$ cat src/rtl/barry_motion.sv
// ============================================================================
// Module      : barry_motion
// Description : Vertical-motion engine for the player sprite: signed velocity
//               with thrust/gravity, saturation, floor/ceiling clamping,
//               GROUND/AIR/DEAD modes, freeze and a landing pulse.
// Revision    : 1.0 - initial release
// ============================================================================
`default_nettype none

module barry_motion #(
    parameter int YW        = 9,
    parameter int TICK_MAX  = 256,
    parameter int Y_TOP     = 4,
    parameter int Y_FLOOR   = 420,
    parameter int THRUST    = 1,
    parameter int GRAV      = 1,
    parameter int VMAX_UP   = 3,
    parameter int VMAX_DOWN = 4,
    parameter int VW        = 5
) (
    input  logic                 clk,
    input  logic                 reset,
    input  logic                 thrust,
    input  logic                 freeze,
    input  logic                 kill,
    output logic [YW-1:0]        y,
    output logic signed [VW-1:0] vel,
    output logic [1:0]           mode,
    output logic                 on_floor,
    output logic                 on_ceiling,
    output logic                 land
);

    localparam int c_CNT_W = (TICK_MAX > 2) ? $clog2(TICK_MAX) : 1;
    localparam int c_VMIN_I = -VMAX_UP;

    localparam logic [1:0] c_GROUND = 2'b00;
    localparam logic [1:0] c_AIR    = 2'b01;
    localparam logic [1:0] c_DEAD   = 2'b10;

    localparam logic [c_CNT_W-1:0]   c_CNT_LAST = c_CNT_W'(TICK_MAX - 1);
    localparam logic signed [VW+1:0] c_THRUST_S = THRUST[VW+1:0];
    localparam logic signed [VW+1:0] c_GRAV_S   = GRAV[VW+1:0];
    localparam logic signed [VW+1:0] c_VMIN     = c_VMIN_I[VW+1:0];
    localparam logic signed [VW+1:0] c_VMAX     = VMAX_DOWN[VW+1:0];
    localparam logic signed [YW+1:0] c_YF_S     = Y_FLOOR[YW+1:0];
    localparam logic signed [YW+1:0] c_YT_S     = Y_TOP[YW+1:0];
    localparam logic [YW-1:0]        c_YF       = Y_FLOOR[YW-1:0];
    localparam logic [YW-1:0]        c_YT       = Y_TOP[YW-1:0];

    logic [c_CNT_W-1:0]   r_cnt;
    logic [YW-1:0]        r_y;
    logic signed [VW-1:0] r_vel;
    logic [1:0]           r_mode;
    logic                 r_land;

    logic                 w_tick;
    logic                 w_thr;
    logic signed [VW+1:0] w_vraw;
    logic signed [VW+1:0] w_vsat;
    logic signed [YW+1:0] w_ysum;
    logic                 w_floor_hit;
    logic                 w_ceil_hit;
    logic [YW-1:0]        w_y_next;
    logic signed [VW-1:0] w_v_next;
    logic [1:0]           w_mode_next;

    assign w_tick = !freeze && (r_cnt == c_CNT_LAST);
    // A same-cycle kill already counts as dead for the thrust decision.
    assign w_thr  = thrust && (r_mode != c_DEAD) && !kill;

    always_comb begin
        w_vraw = w_thr ? ($signed({{2{r_vel[VW-1]}}, r_vel}) - c_THRUST_S)
                       : ($signed({{2{r_vel[VW-1]}}, r_vel}) + c_GRAV_S);
        if (w_vraw < c_VMIN) begin
            w_vsat = c_VMIN;
        end else if (w_vraw > c_VMAX) begin
            w_vsat = c_VMAX;
        end else begin
            w_vsat = w_vraw;
        end
    end

    assign w_ysum      = $signed({2'b00, r_y}) + $signed({{(YW-VW){w_vsat[VW+1]}}, w_vsat});
    assign w_floor_hit = (w_ysum >= c_YF_S);
    assign w_ceil_hit  = (w_ysum <= c_YT_S);

    always_comb begin
        w_y_next = r_y;
        w_v_next = r_vel;
        // Standing on the floor without thrust is a hold, not a fall.
        if (!((r_mode == c_GROUND) && !w_thr)) begin
            if (w_floor_hit) begin
                w_y_next = c_YF;
                w_v_next = '0;
            end else if (w_ceil_hit) begin
                w_y_next = c_YT;
                w_v_next = '0;
            end else begin
                w_y_next = w_ysum[YW-1:0];
                w_v_next = w_vsat[VW-1:0];
            end
        end
    end

    always_comb begin
        w_mode_next = r_mode;
        if (kill || (r_mode == c_DEAD)) begin
            w_mode_next = c_DEAD;
        end else if (w_tick) begin
            if ((r_mode == c_AIR) && w_floor_hit) begin
                w_mode_next = c_GROUND;
            end else if ((r_mode == c_GROUND) && w_thr) begin
                w_mode_next = c_AIR;
            end
        end
    end

    always_ff @(posedge clk) begin
        if (reset) begin
            r_cnt  <= '0;
            r_y    <= c_YF;
            r_vel  <= '0;
            r_mode <= c_GROUND;
            r_land <= 1'b0;
        end else begin
            r_land <= 1'b0;
            r_mode <= w_mode_next;
            if (!freeze) begin
                r_cnt <= w_tick ? '0 : r_cnt + 1'b1;
            end
            if (w_tick) begin
                r_y    <= w_y_next;
                r_vel  <= w_v_next;
                r_land <= (r_mode == c_AIR) && !kill && w_floor_hit;
            end
        end
    end

    assign y          = r_y;
    assign vel        = r_vel;
    assign mode       = r_mode;
    assign land       = r_land;
    assign on_floor   = (r_y == c_YF);
    assign on_ceiling = (r_y == c_YT);

endmodule

`default_nettype wire

$ cat config.mk
export PLATFORM = sky130hd
export DESIGN_NAME = barry_motion
export DESIGN_NICKNAME = d
export VERILOG_FILES = /design/src/rtl/barry_motion.sv
export SDC_FILE = /design/constraint.sdc
export NUM_CORES = 1
export LEC_CHECK = 0
export BUFFER_PORTS_ARGS = -buffer_cell sky130_fd_sc_hd__buf_2
export CORE_MARGIN = 2
export CORE_UTILIZATION = 57
export CTS_CLUSTER_SIZE = 40
export DETAILED_ROUTE_END_ITERATION = 7
export GPL_ROUTABILITY_DRIVEN = 0
export HOLD_SLACK_MARGIN = 0.12
export PLACE_DENSITY = 0.75
export SETUP_SLACK_MARGIN = 0.05
export SLEW_MARGIN = 20
export SYNTH_ARGS = -nofsm -noshare
export SYNTH_HDL_FRONTEND = slang
export SYNTH_SLANG_ARGS = --single-unit
$ cat constraint.sdc
create_clock -name clk -period 8.5 [get_ports clk]
set_clock_uncertainty 0.1 [all_clocks]
set_input_delay 2.55 -clock clk [delete_from_list [all_inputs] [get_ports clk]]
set_output_delay 2.55 -clock clk [all_outputs]
set_load 0.02 [all_outputs]
==> reports/metrics.yaml <==
floorplanning:
  row_count: 20
  core_area_sq_mm: 0.00300
  dieWidth_um: 59.9
  die_area_sq_mm: 0.00359
  io_pins: 24
  die_height_um: 59.9
  start_util_pct: 59.3
clock_network:
  cts_tree: "done"
  root_buffer: "clkbuf_4"
  clk_latency_ns: 0.33
  cts_buffers: 3
  cts_sinks: 25
  cts_htree_levels: 1
  post_cts_resized: 0
  clkSlewWorstSetupHoldPaths_ns: 0.15
  clockBufferDepth: 2
  cts.hold.buffers_added: 0
  post_cts_buffers: 0
synth:
  synthTopCellsByArea: "dfxtp_1 (28%), ha_1 (11%), nor2_1 (4.8%)"
  yosysTopAreaCell: "dfxtp_1"
  yosys_warnings: 0
  syn_area_sq_mm: 0.00178
  postSynthAreaPerCell_sq_um: 8.57
  ys.flop_type: "dfxtp_1"
  synth_edf_count: 0
  synthDistinctLibCells: 53
  syn-num-nets: 231
  synthCells: 208
  yosys-top-cells-count: "dfxtp_1 (25), nor2_1 (23), ha_1 (16), a21oi_1 (13), inv_1 (11)"
  yosysSeqAreaShare_pct: 28.1
  synth.most_common_cell: "dfxtp_1"
  yosysTopAreaCellShare_pct: 28.1
  synth-seq-cells: 25
  async_reset_ff_share_pct: 0
global_routing:
  first_global_vias: 1449
  antenna_found_initial: 0
  overflow: 0
  grt_pass1_wl_um: 6650
  track_usage_pct: 24.2
  grt_max_degree: 16
detailed_routing:
  postRouteWirelength_um: 3970
  ant_nets: 0
  drtIter0Drc: 104
  routedWlPerCell_um: 15.0
  drtPass1Iterations: 4
  drc: 0
  vias: 1609
  vias_per_cell: 6.07
cells_and_area:
  fin_area_sq_mm: 0.00195
  drive_gt1_share_pct: 14.7
  multi_input_area_sq_mm: 0.00122
  insertedDiodeCount: 0
  fillers: 273
  final-instance-count-excl-fill: 265
  final_util_pct: 64.9
  seqCellArea_sq_um: 500
  final_nets: 256
  syn_to_final_growth_pct: 9.41
timing:
  min_period_ns: 7.95
  rsz0062_at_grt: "false"
  hold_viol: 0
  clock.fmax_ghz: 0.126
  drv_slew: 0
  setup_viol: 0
  relSlewSlack_pct: 51.3
  tns_ns: 0
  timing.final.crit_share_pct: 93.5
  worst_slew_pin_slew_ns: 0.728
run:
  cap_viol_max_count: 0
placement:
  place_inst: 261
  port_buffers: 23
  detailed_place_hpwl_um: 3170
  place_area_sq_mm: 0.00192
power:
  ir_drop_mv: 0.0911
  pwr-share-seq_pct: 53.4
  clkPwrFrac_pct: 25.6
  switching_share_pct: 30.3
  p_int_uw: 156
  comb_power_share_pct: 21.0
  power_uw: 224
  p_leak_nw: 0.941
  p_per_area_mw_per_mm2: 115
  p_switching_uw: 67.8
min_path:
  hold_class: "flop to flop"
  hold_depth: 2
worst_setup_path:
  worstSetupPathType: "input pin to flop"
  end_kind: "flop"
  startpoint_type: "input pin"
  cp_max_fo: 12
  critical_path_arrival_ns: 8.08
  reg2reg_depth: 21
  cp.required_ns: 8.63
run_status:
  status: "completed"
-- power groups by stage --
stage | Combinational (mW) | Sequential (mW) | Clock, mW
detailed placement | 0.0460 | 0.122 | 0
floorplan | 0.0358 | 0.122 | 0
CTS | 0.0462 | 0.120 | 0.0575
finish | 0.0469 | 0.120 | 0.0572
global route | 0.0523 | 0.120 | 0.0628
global placement | 0.0449 | 0.122 | 0
-- placed cells by master (no fill, tap or decap), drive strengths merged, types with 2 or more instances in the layout --
master,netlist,routed
a211oi,2,2
a21boi,2,2
a21o,8,8
a21oi,13,13
a22o,7,7
and2,3,3
and3,2,2
and4,2,2
buf,1,23
clkbuf,2,3
dfxtp,25,25
fa,2,2
ha,16,16
inv,11,11
nand2,10,10
nand2b,5,5
nand3,3,3
nor2,23,23
nor2b,5,5
nor3,6,6
o211ai,3,3
o21a,2,2
o21ai,8,8
o31a,2,2
or2,4,4
or4,3,3
xnor2,8,8
xor2,8,8
-- worst paths after layout --
kind | to | slack (ns) | startpoint
setup / recovery | y[6] | 0.55 | kill
hold / removal | y[0] | 0.40 | y[0]
setup reg to reg | y[6] | 2.56 | mode[0]
hold reg to reg | y[0] | 0.40 | y[0]
-- stage by stage --
step	hold WS (ns)	setup slack [ns]
final	0.399	0.552
after global routing	0.438	0.172
after CTS	0.401	0.581
after detailed placement	0.383	0.239
after global placement	0.373	0.534
after floorplan	0.386	0.893
-- worst max-delay path: stages --
cell      delay [ns]
buf_2           0.11
nor2b_1         0.15
a21boi_0        0.59
ha_1            0.38
a21o_1          0.18
a21o_1          0.19
nand2_1         0.07
a31oi_1         0.17
clkinv_1        0.28
o21ai_0         0.13
a21oi_1         0.21
ha_1            0.26
inv_1           0.07
fa_1            0.42
nand2b_1        0.19
a211oi_1        0.44
o21ai_0         0.18
a221o_1         0.35
or4_1           0.43
a22o_1          0.29
and2_1          0.23
a22o_1          0.21
-- final cells by class --
class,count,share of cell area [%]
multi-input cells,168,62.5
clock buffers,3,1.16
repair buffers,23,5.90
inverters,12,2.31
flip-flops and latches,25,25.7
clock inverters,1,0.385
well taps,33,2.12
-- routing by layer --
metal	wire length [um]	share of wire (%)	track usage (%)
met3	144	3.6	3.46
met5	0	0	0
met4	55	1.4	6.35
met2	1860	47	39.6
met1	1910	48	33.2
-- cells by family after synthesis --
family	synth area share, %
compound gates	24.3
fa+ha+maj	13.5
xor+xnor	7.87
mux	0.562
simple gates	22.1
buf+inv	3.58
flops	28.1
-- flip-flops by register name, indices dropped and copies added, names as in the netlist --
name   count
land       1
y          9
vel        5
r_cnt      8
mode       2
No activity file was read; power rests on OpenSTA's default activity.
